**config.mk**
```make
export PLATFORM = sky130hd
export DESIGN_NAME = seg7_capture_flat
export DESIGN_NICKNAME = d
export VERILOG_FILES = /design/src/rtl/seg7_capture_if.sv /design/src/rtl/seg7_capture.sv /design/src/flat_wrapper.sv
export SDC_FILE = /design/constraint.sdc
export NUM_CORES = 1
export LEC_CHECK = 0
export BUFFER_PORTS_ARGS = -buffer_cell sky130_fd_sc_hd__buf_4
export CAP_MARGIN = 20
export CORE_UTILIZATION = 45
export DETAILED_ROUTE_END_ITERATION = 6
export PLACE_DENSITY = 0.67
export SLEW_MARGIN = 20
export SYNTH_ARGS = -nofsm -noshare
export SYNTH_HDL_FRONTEND = slang
export SYNTH_SLANG_ARGS = --single-unit
```
**constraint.sdc**
```tcl
create_clock -name clk -period 3.05 [get_ports clk]
set_input_delay 0 -clock clk [delete_from_list [all_inputs] [get_ports clk]]
set_output_delay 0 -clock clk [all_outputs]
set_load 0.005 [all_outputs]
```
**src/rtl/seg7_capture_if.sv**
```systemverilog
// Bundle of the monitored 7-segment display pins and the recovered-value outputs.
// The display driver (or testbench) is the master; the capture block is the slave.
interface seg7_capture_if #(
  parameter int N_DIG = 4
);
  logic [N_DIG-1:0]   an_n;
  logic [6:0]         seg;
  logic [4*N_DIG-1:0] digits;
  logic [N_DIG-1:0]   dig_valid;
  logic               err;
  logic [2:0]         err_dig;
  logic               frame_done;

  modport master (
    output an_n, seg,
    input  digits, dig_valid, err, err_dig, frame_done
  );

  modport slave (
    input  an_n, seg,
    output digits, dig_valid, err, err_dig, frame_done
  );
endinterface

```
**src/rtl/seg7_capture.sv**
```systemverilog
// Monitors a multiplexed active-low 7-segment display bus and recovers the hex value
// shown on each digit once its pattern has been stable for STABLE_CYC samples.
module seg7_capture #(
  parameter int N_DIG      = 4,
  parameter int STABLE_CYC = 4
) (
  input  logic          clk,
  input  logic          rst_n,
  seg7_capture_if.slave bus
);

  localparam logic [7:0] STABLE   = 8'(STABLE_CYC);
  localparam logic [7:0] STABLE_M = 8'(STABLE_CYC - 1);

  // Returns {legal, hex}; anything outside the 16 glyphs is illegal.
  function automatic logic [4:0] decode(input logic [6:0] s);
    case (s)
      7'h7E:   return {1'b1, 4'h0};
      7'h30:   return {1'b1, 4'h1};
      7'h6D:   return {1'b1, 4'h2};
      7'h79:   return {1'b1, 4'h3};
      7'h33:   return {1'b1, 4'h4};
      7'h5B:   return {1'b1, 4'h5};
      7'h5F:   return {1'b1, 4'h6};
      7'h70:   return {1'b1, 4'h7};
      7'h7F:   return {1'b1, 4'h8};
      7'h7B:   return {1'b1, 4'h9};
      7'h77:   return {1'b1, 4'hA};
      7'h1F:   return {1'b1, 4'hB};
      7'h4E:   return {1'b1, 4'hC};
      7'h3D:   return {1'b1, 4'hD};
      7'h4F:   return {1'b1, 4'hE};
      7'h47:   return {1'b1, 4'hF};
      default: return 5'h00;
    endcase
  endfunction

  logic [N_DIG-1:0]   an_q, an_d;
  logic [6:0]         seg_q, seg_d;
  logic [9:0]         prev_q, prev_d;
  logic [7:0]         cnt_q, cnt_d;
  logic [N_DIG-1:0]   seen_q, seen_d;
  logic [4*N_DIG-1:0] digits_q, digits_d;
  logic [N_DIG-1:0]   valid_q, valid_d;
  logic               err_q, err_d;
  logic [2:0]         err_dig_q, err_dig_d;
  logic               frame_q, frame_d;

  logic [N_DIG-1:0] sel;
  logic             active;
  logic             same;
  logic             capture;
  logic [2:0]       k;
  logic [9:0]       sample;
  logic [4:0]       dec;

  always_comb begin
    // NOTE: every signal written here gets a default first, so no path can infer a latch.
    an_d      = bus.an_n;
    seg_d     = bus.seg;
    digits_d  = digits_q;
    valid_d   = valid_q;
    seen_d    = seen_q;
    err_dig_d = err_dig_q;
    err_d     = 1'b0;
    frame_d   = 1'b0;
    cnt_d     = 8'd0;
    capture   = 1'b0;
    k         = 3'd0;

    sel    = ~an_q;
    active = (sel != '0) && ((sel & (sel - 1'b1)) == '0);
    for (int i = 0; i < N_DIG; i++) begin
      if (sel[i]) k = 3'(i);
    end

    // The digit index is part of the sample, so a digit switch with the same
    // segment pattern still restarts the count.
    sample = {k, seg_q};
    prev_d = sample;
    same   = (sample == prev_q);
    dec    = decode(seg_q);

    if (active) begin
      if (!same)                cnt_d = 8'd1;
      else if (cnt_q >= STABLE) cnt_d = STABLE;
      else                      cnt_d = cnt_q + 8'd1;
      capture = same && (cnt_q == STABLE_M);
    end

    for (int i = 0; i < N_DIG; i++) begin
      if (capture && sel[i]) begin
        if (dec[4]) begin
          digits_d[4*i +: 4] = dec[3:0];
          valid_d[i]         = 1'b1;
        end else begin
          valid_d[i] = 1'b0;
          err_d      = 1'b1;
          err_dig_d  = 3'(i);
        end
        seen_d[i] = 1'b1;
      end
    end

    // The completing digit is not retained: a new frame starts from an empty mask.
    if (&seen_d) begin
      frame_d = 1'b1;
      seen_d  = '0;
    end
  end

  // NOTE: sequential state uses non-blocking assignments so every flop samples pre-edge values.
  always_ff @(posedge clk or negedge rst_n) begin
    if (!rst_n) begin
      an_q      <= '0;
      seg_q     <= '0;
      prev_q    <= '0;
      cnt_q     <= '0;
      seen_q    <= '0;
      digits_q  <= '0;
      valid_q   <= '0;
      err_q     <= 1'b0;
      err_dig_q <= '0;
      frame_q   <= 1'b0;
    end else begin
      an_q      <= an_d;
      seg_q     <= seg_d;
      prev_q    <= prev_d;
      cnt_q     <= cnt_d;
      seen_q    <= seen_d;
      digits_q  <= digits_d;
      valid_q   <= valid_d;
      err_q     <= err_d;
      err_dig_q <= err_dig_d;
      frame_q   <= frame_d;
    end
  end

  assign bus.digits     = digits_q;
  assign bus.dig_valid  = valid_q;
  assign bus.err        = err_q;
  assign bus.err_dig    = err_dig_q;
  assign bus.frame_done = frame_q;

endmodule

```
**src/flat_wrapper.sv**
```systemverilog
// flat-port wrapper written by rule: the top's interface ports become plain ports
module seg7_capture_flat 
#(
  parameter int N_DIG      = 4,
  parameter int STABLE_CYC = 4
)
  (clk, rst_n, bus_an_n, bus_seg, bus_digits, bus_dig_valid, bus_err, bus_err_dig, bus_frame_done);
  seg7_capture_if #(.N_DIG(N_DIG)) bus_i ();
  input  logic clk;
  input  logic rst_n;
  input wire logic [$bits(bus_i.an_n)-1:0] bus_an_n;
  input wire logic [$bits(bus_i.seg)-1:0] bus_seg;
  output wire logic [$bits(bus_i.digits)-1:0] bus_digits;
  output wire logic [$bits(bus_i.dig_valid)-1:0] bus_dig_valid;
  output wire logic [$bits(bus_i.err)-1:0] bus_err;
  output wire logic [$bits(bus_i.err_dig)-1:0] bus_err_dig;
  output wire logic [$bits(bus_i.frame_done)-1:0] bus_frame_done;
  assign bus_i.an_n = bus_an_n;
  assign bus_i.seg = bus_seg;
  assign bus_digits = bus_i.digits;
  assign bus_dig_valid = bus_i.dig_valid;
  assign bus_err = bus_i.err;
  assign bus_err_dig = bus_i.err_dig;
  assign bus_frame_done = bus_i.frame_done;
  seg7_capture #(.N_DIG(N_DIG), .STABLE_CYC(STABLE_CYC)) u_core (.clk(clk), .rst_n(rst_n), .bus(bus_i));
endmodule
```
Yosys cells after proc, flatten, opt, wreduce, memory -nomap -nowiden
Cells that the tools add are included.
{ "word_totals": {"reg_bits": 58, "input_bits": 13, "word_cells": 83} }
{ "classes": {"n_addsub": 2, "magnitude_cmp": 1, "reduce_logical": 13, "n_eq_ne": 18, "bitwise_logic": 2, "n_mux": 31} }
{ "op_table": {"columns": ["op", "count"], "rows": [
  ["$eq A7 B7 Y1 const B", 12],
  ["$pmux W5 S16", 1],
  ["$mux W3", 10],
  ["$mux W8", 3],
  ["$eq A7 B6 Y1 const B", 3],
  ["$mux W1", 16],
  ["$eq A10 B10 Y1", 1],
  ["$add A8 B1 Y8 const B", 1],
  ["$eq A8 B2 Y1 const B", 1],
  ["$ge A8 B3 Y1 const B", 1],
  ["$reduce_and A2 Y1", 4],
  ["$eq A7 B5 Y1 const B", 1],
  ["$logic_and A1 B1 Y1", 6],
  ["$and A4 B4 Y4", 1],
  ["$logic_not A4 Y1", 1],
  ["$mux W4", 1],
  ["$not A4 Y4", 1],
  ["$reduce_and A4 Y1", 1],
  ["$reduce_bool A4 Y1", 1],
  ["$sub A4 B1 Y4 const B", 1]
]} }

Longest topological paths before layout
Gate-level depths: netlist of run 1.
{ "logic_depth": {"depth_word": 15, "depth_mapped": 9, "ltp_nobuf": 6} }

Worst setup path before layout of run 1
No wires, ideal clock.
{ "synth_path": {"path_type": "reg-to-reg", "from": "reg u_core.an_q[2]", "to": "reg u_core.digits_q[13], in the netlist u_core.bus.digits[13]", "slack_ns": 0.735, "t_arrival_ns": 2.188, "n_path_buf": 1, "path_stages_with_launch": 8, "required_ns": 2.922, "cell_sequence": "dfrtp_1 buf_6 nor2b_4 or3_4 a2111oi_4 nand4_2 nor2_2 mux2_1"} }
{ "synth_via": {"elab_chain_len": 8, "elab_cells_between_ends": 13, "cone_classes": "1 x add/sub; 1 x eq/ne; 3 x mux; 2 x bitwise; 6 x reduce/logical"} }
{ "synth_rtl": {"columns": ["item", "line_no", "text"], "rows": [
  ["start, declared", "seg7_capture.sv:38", "logic [N_DIG-1:0] an_q, an_d;"],
  ["start signal, assigned", "seg7_capture.sv:126", "an_q <= an_d;"],
  ["$not A4 Y4 *", "seg7_capture.sv:71", "sel = ~an_q;"],
  ["$sub A4 B1 Y4 / $mux W3 (equally long branches)", "seg7_capture.sv:72, seg7_capture.sv:74", null],
  ["$and A4 B4 Y4 / $mux W3 (equally long branches)", "seg7_capture.sv:72, seg7_capture.sv:74", null],
  ["$logic_not A4 Y1 / $eq A10 B10 Y1 (equally long branches)", "seg7_capture.sv:72, seg7_capture.sv:81", null],
  ["$logic_and A1 B1 Y1 (on tied branches)", "seg7_capture.sv:72, seg7_capture.sv:88", null],
  ["$mux W1 *", "seg7_capture.sv:84", "if (active) begin"],
  ["$logic_and A1 B1 Y1 *", "seg7_capture.sv:92", "if (capture && sel[i]) begin"],
  ["$reduce_and A2 Y1 (no line) *", null, null],
  ["end signal, assigned", "seg7_capture.sv:131", "digits_q <= digits_d;"],
  ["end, declared", "seg7_capture.sv:43", "logic [4*N_DIG-1:0] digits_q, digits_d;"]
]} }
Every way passes the cells marked *; elsewhere a longest branch is shown, timed or not.
A chain may end at the register's enable or synchronous reset.

Worst setup path in the final report of run 1
{ "layout_path": {"from": "reg u_core.seg_q[3]", "to": "reg u_core.digits_q[10], in the netlist u_core.bus.digits[10]"} }
{ "layout_via": {"elab_chain_len": 5, "elab_cells_between_ends": 22, "cone_classes": "17 x eq/ne; 2 x mux; 3 x reduce/logical"} }
{ "layout_rtl": {"columns": ["item", "line_no", "text"], "rows": [
  ["start, declared", "seg7_capture.sv:39", "logic [6:0] seg_q, seg_d;"],
  ["start signal, assigned", "seg7_capture.sv:127", "seg_q <= seg_d;"],
  ["parallel branches: the longest is 5 deep, another holds $pmux W5 S16", null, null]
]} }
Several ways; the timed one is not identified.

==> results of run 1 <==
-- worst reg2reg max path, cell delays in order (launching register included) --
cell and delay (ps):
dfrtp_1 690, xnor2_1 220, o211ai_1 170, a2111oi_4 570
nand4_2 230, nor2_2 260, mux2_1 340
-- worst min path at each step --
stage	startpoint	endpoint	slack, ps	depth (start not counted)
after floorplan	rst_n	u_core.an_q[0]	-300	0
after global placement	rst_n	u_core.an_q[3]	100	1
after detailed placement	rst_n	u_core.an_q[2]	100	1
after CTS	rst_n	u_core.bus.digits[1]	290	2
after global routing	bus_seg[1]	u_core.seg_q[1]	290	2
final	rst_n	u_core.cnt_q[6]	260	2
-- logic make-up after synthesis --
group,synth area share
buf+inv,0.0352
flops,0.528
compound gates,0.151
fa+ha+maj,0.00927
other cells,0.00139
simple gates,0.196
xor+xnor,0.0292
mux,0.0500
-- power breakdown --
group	total [mW]	internal, mW	switching, mW
registers	0.806	0.774	0.0318
logic	0.113	0.0526	0.0604
clock network	0.842	0.542	0.300
-- per-stage QoR --
stage | instance area, sq um | utilization
after floorplan | 2720 | -
after global placement | 3030 | 0.536
after detailed placement | 3030 | 0.536
after CTS | 3390 | 0.601
after global routing | 3390 | 0.601
final | 3390 | 0.601
-- state kept, by name, summed over array words and instances (netlist names) --
name,cells
u_core.bus.digits,16
u_core.bus.err_dig,3
u_core.an_q,4
u_core.bus.dig_valid,4
u_core.seen_q,4
u_core.bus.frame_done,1
u_core.prev_q,9
u_core.cnt_q,8
u_core.bus.err,1
u_core.seg_q,7
-- placed cells by master (no fill, tap or decap), types with 3 or more instances in the layout --
cell	instances
a21boi_0	3
a21oi_1	7
and3_1	3
buf_4	39
bufinv_16	3
clkbuf_8	9
conb_1	5
dfrtp_1	57
dlygate4sd3_1	12
inv_1	5
mux2_1	12
nand2_1	11
nand2b_1	6
nand3_1	4
nand3b_1	3
nand4_1	3
nor2_1	11
nor2b_1	5
nor3_1	3
nor3b_1	3
o21ai_0	4
o21ai_1	9
o31ai_1	5
or2_1	3
xnor2_1	9
-- per-layer routing --
layer / global-route usage / routed length (um)
met5: 0 / 0
met4: 0.0691 / 55
met1: 0.253 / 2470
met2: 0.297 / 2570
met3: 0.0640 / 297
-- cell type report --
class                      instances  area, sq um
fill                             463         2250
sequential                        57         1430
multi-input combinational        159         1190
timing repair buffer              51          413
clock buffer                       9          124
clock inverter                     7          119
tap                               72         90.1
inverter                           6         22.5
-- what timing repair did --
item                                    in CTS  in global routing
resized for setup                            0                  0
endpoints found under the hold margin       68                  0
hold buffers                                12                  0
endpoints found under the setup margin       0                  0
==> summary.md, run 1 <==
| Metric | Value |
|---|---|
| Setup bufs post-CTS | `0` |
| Vias in the first global route | `1859` |
| Crit path launch | `u_core.seg_q[3]` |
| Routed len/inst | `15.0 um` |
| Cell variety after synth | `63` |
| VDD IR max | `0.000342 V` |
| Total iterations of the first detailed-routing run | `5` |
| Post-Synthesis Cells | `233` |
| Fmax | `0.385 GHz` |
| Max-Cap Viols | `0` |
| Reg-to-reg endpoint | `u_core.bus.digits[10]` |
| Grt total ovfl | `0` |
| Detailed Route Iter0 Violations | `114` |
| RePlAce Congestion | `0.852` |
| Skew final | `7.17 ps` |
| Die H | `79.5 um` |
| Dpl hpwl | `3.69 mm` |
| Min Tclk post-route | `2590 ps` |
| Setup WS post-layout | `455 ps` |
| Largest net degree at the start of global routing | `58` |
| Max-slew violation count | `0` |
| Final Hold Fails | `0` |
| WL final | `5.40 mm` |
| Clock Tree Root | `clkbuf_8` |
| Post-synth EDFFs | `0` |
| Final hold slack | `261 ps` |
| Final setup fails | `0` |
| # IOs | `38` |
| Crit path DAT | `2810 ps` |
| FF-to-FF path depth | `6` |
| Top Family by Delay on Critical Path | `compound AO/OA/AOI/OAI gates` |
| Core area | `5640 sq um` |
| Setup TNS Final | `0 ps` |
| Post-synth top area cell | `dfrtp_1` |
| Buf/Inv on CP | `0` |
| CP endpoint | `u_core.bus.digits[10]` |
| Total power | `1.76 mW` |
| CP max stage delay | `690 ps` |
| Initial Util | `0.479` |
| Area of the mapped netlist | `2700 sq um` |
| Rel. slew slack | `0.533` |
| Worst Path Max Fanout | `19` |
| Full die area | `6310 sq um` |
| Synth Area per Inst | `11.6 sq um` |
| Status | `complete, no violations` |
| Placed Instances | `333` |
| Reg clk slew, reported paths | `60 ps` |
| RSZ-0062 raised after global routing | `false` |
| CP startpoint kind | `flop` |
| Pwr Density | `520 nW/um^2` |
| Kind of critical path | `reg2reg` |
| Pre-CTS setup slack | `471 ps` |
| Critical Path RT | `3260 ps` |
| CTS tree | `yes` |
| TritonCTS Buffers | `9` |
| Cell Rows | `27` |
| Htree depth | `3` |
| Critical-path cell list | `xnor2_1 > o211ai_1 > a2111oi_4 > nand4_2 > nor2_2 > mux2_1` |
| Total number of vias | `1937` |
| DRT antenna net count | `0` |
| Worst slew pin tran | `701 ps` |
| Synthesized flop and latch total | `57` |
| Yosys warning total | `0` |
| I/O Buffers | `37` |
| Die width | `79.5 um` |
| Setup slack, reg-to-reg | `460 ps` |
| Avg Vias per Cell | `5.37` |
| Initial antenna violation count | `0` |
| Share of layout cells above drive strength 1 | `0.242` |
| FFs w/ async S/R, synth | `1.00` |
| Post-synth top cells | `dfrtp_1 (57), mux2_1 (12), nand2_1 (11), nor2_1 (11)` |
| Global-route wire length before repair | `9.20 mm` |
| CP Depth | `6` |
| Ys flop type | `dfrtp_1` |
| Most common cell in the netlist | `dfrtp_1` |
| Slowest CP cell | `dfrtp_1` |
| Reg2reg start | `u_core.seg_q[3]` |
| Antenna diodes | `0` |
| Final period util | `0.851` |
| Clk sink count | `57` |
| Nets | `299` |
| CP endpoint kind | `flop` |
| GRT Util Overall | `0.193` |
| DRC violations left | `0` |
| Clock tree buffer depth | `2` |
| Hold Path Class | `in2async` |
| Top cell type's share of synthesized area | `0.528` |
| Layout Cells excl Fill | `361` |
| Leak Pwr | `1.59 nW` |
| Clk_lat worst skew | `330 ps` |
| Area contributors post-synth | `dfrtp_1 (53%), mux2_1 (5.0%), xnor2_1 (2.9%)` |
| Post-synthesis sequential area ratio | `0.528` |
| Area grow syn2layout | `25.5%` |
(Power assumes the default switching activity.)
==> run 2, diff against run 1 <==
- CTS_CLUSTER_DIAMETER: default -> 30
- PLACE_DENSITY: 0.67 -> 0.74
==> run 2 against run 1 <==
  * Sequential share of layout area increased by 0.20 points
  * Clock skew decreased by 3.4 ps
  * Die area unchanged
  * Worst setup slack about the same
  * Critical path depth unchanged
  * Hold slack got worse by 12 ps
  * Wire length increased by 3.5%
  * Non-clock buffer count unchanged
  * Via count increased by 3.3%
  * Total power decreased by 3.8%
  * Clock power decreased by 8.3%
  * Largest cell class unchanged
  * Largest power group is now registers
  * Highest routed layer unchanged
==> summary.md, run 2 (same netlist as run 1, synthesis figures left out) <==
| Metric | Value |
|---|---|
| Status | `complete, no violations` |
| Initial antenna violation count | `0 (unchanged)` |
| Fmax | `0.385 GHz (about the same)` |
| Worst Path Max Fanout | `10 (-9)` |
| Largest net degree at the start of global routing | `58 (unchanged)` |
| CP endpoint kind | `flop` |
| VDD IR max | `0.000315 V (-7.9%)` |
| Dpl hpwl | `3.80 mm (+3.1%)` |
| Initial Util | `0.479 (unchanged)` |
| Clk sink count | `57 (unchanged)` |
| Pwr Density | `502 nW/um^2 (-3.4%)` |
| Routed len/inst | `15.5 um (+3.5%)` |
| I/O Buffers | `37 (unchanged)` |
| Most common cell after layout, fill and taps aside | `dfrtp_1` |
| Antenna diodes | `0 (unchanged)` |
| Min Tclk post-route | `2590 ps (-0.362 ps)` |
| Critical Path RT | `3260 ps (about the same)` |
| Clock Tree Root | `clkbuf_8` |
| Final Hold Fails | `0 (unchanged)` |
| Skew final | `3.80 ps (-3.37 ps)` |
| DRT antenna net count | `0 (unchanged)` |
| Max-slew violation count | `0 (unchanged)` |
| Critical-path cell list | `nor2b_4 > or3_4 > a2111oi_4 > nand4_2 > nor2_2 > mux2_1` |
| Core area | `5640 sq um (unchanged)` |
| Cell Rows | `27 (unchanged)` |
| CP max stage delay | `600 ps (-90 ps)` |
| Pre-CTS setup slack | `464 ps (-6.26 ps)` |
| Share of layout cells above drive strength 1 | `0.239 (-0.00346)` |
| Vias in the first global route | `1895 (+1.9%)` |
| Grt total ovfl | `0 (unchanged)` |
| Die width | `79.5 um (unchanged)` |
| GRT Util Overall | `0.199 (+0.00640)` |
| RePlAce Congestion | `0.909 (+6.7%)` |
| Top Family by Delay on Critical Path | `simple AND/OR/NAND/NOR gates` |
| # IOs | `38 (unchanged)` |
| Htree depth | `3 (unchanged)` |
| Hold Path Class | `in2async` |
| RSZ-0062 raised after global routing | `false` |
| Die H | `79.5 um (unchanged)` |
| TritonCTS Buffers | `9 (unchanged)` |
| Avg Vias per Cell | `5.54 (+3.3%)` |
| Total number of vias | `2001 (+3.3%)` |
| Nets | `299 (unchanged)` |
| Worst slew pin tran | `725 ps (+24.5 ps)` |
| Setup WS post-layout | `456 ps (+0.362 ps)` |
| Setup bufs post-CTS | `0 (unchanged)` |
| Rel. slew slack | `0.517 (-0.0163)` |
| Fillers | `478 (+3.2%)` |
| Full die area | `6310 sq um (unchanged)` |
| DRC violations left | `0 (unchanged)` |
| Crit path DAT | `2810 ps (about the same)` |
| WL final | `5.59 mm (+3.5%)` |
| Kind of critical path | `reg2reg` |
| Reg clk slew, reported paths | `60 ps (about the same)` |
| Total power | `1.69 mW (-3.8%)` |
| Slowest CP cell | `dfrtp_1` |
| Buf/Inv on CP | `0 (unchanged)` |
| CP startpoint kind | `flop` |
| CTS tree | `yes` |
| Clk_lat worst skew | `330 ps (about the same)` |
| Detailed Route Iter0 Violations | `151 (+32%)` |
| Setup TNS Final | `0 ps (unchanged)` |
| Final setup fails | `0 (unchanged)` |
| Total iterations of the first detailed-routing run | `5 (unchanged)` |
| Leak Pwr | `1.60 nW (about the same)` |
| Commonest cells after routing, fill and taps aside | `dfrtp_1 (57), buf_4 (39), clkbuf_8 (14)` |
| Final period util | `0.851 (about the same)` |
| Global-route wire length before repair | `9.30 mm (+1.1%)` |
| Area grow syn2layout | `24.9%` |
| Clock tree buffer depth | `2 (unchanged)` |
| Max-Cap Viols | `0 (unchanged)` |
| Max FFs per register | `16 (unchanged)` |
| Final core utilization | `0.598 (-0.00288)` |
-- run 2: per-stage QoR --
stage | cell area (sq um) | cells | hold slack, ps
6_report | 3370 | 361 | 249
3_5_place_dp | 3030 | 333 | 101
4_1_cts | 3370 | 361 | 284
5_1_grt | 3370 | 361 | 298
2_1_floorplan | 2720 | 237 | -296
3_3_place_gp | 3030 | 333 | 96.1
-- run 2: metal layers --
layer	up-vias	share of wire	wire, um	GRT usage
li1	941	-	-	-
met1	997	0.46	2560	0.262
met2	53	0.48	2680	0.307
met3	10	0.044	246	0.0560
met4	0	0.018	102	0.0873
met5	-	0	0	0
-- run 2: worst register-to-register path: stages, from the launching register on --
cell and delay [ps]:
dfrtp_1 600, nor2b_4 80, or3_4 380, a2111oi_4 580, nand4_2 230, nor2_2 260
mux2_1 350
-- run 2: final timing paths --
path,start,endpoint,slack [ps],cells past startpoint
hold reg to reg,u_core.bus.digits[1],u_core.bus.digits[1],490,1
setup / recovery,u_core.an_q[1],u_core.bus.digits[10],460,6
setup reg to reg,u_core.an_q[1],u_core.bus.digits[10],460,6
min in group clk,bus_seg[1],u_core.seg_q[1],320,2
hold / removal,rst_n,u_core.an_q[3],250,2
max in group asynchronous,rst_n,u_core.seg_q[6],2300,2
-- run 2: area by class of cell --
class / count / area (sq um) / share of cell area
sequential: 57 / 1430 / 0.423
multi-input combinational: 159 / 1190 / 0.354
timing repair buffer: 51 / 413 / 0.122
clock buffer: 15 / 196 / 0.0583
tap: 72 / 90.1 / 0.0267
clock inverter: 1 / 30.0 / 0.00891
inverter: 6 / 22.5 / 0.00668
-- run 2: power breakdown --
group / switching [mW] / internal [mW]
combinational: 0.0624 / 0.0527
sequential: 0.0317 / 0.774
clock: 0.283 / 0.489
-- run 2: timing repair --
| item | CTS | global route |
|---|---|---|
| hold buffers | 12 | 0 |
| gates resized for setup | 0 | 0 |
| endpoints found under the hold margin | 68 | 0 |
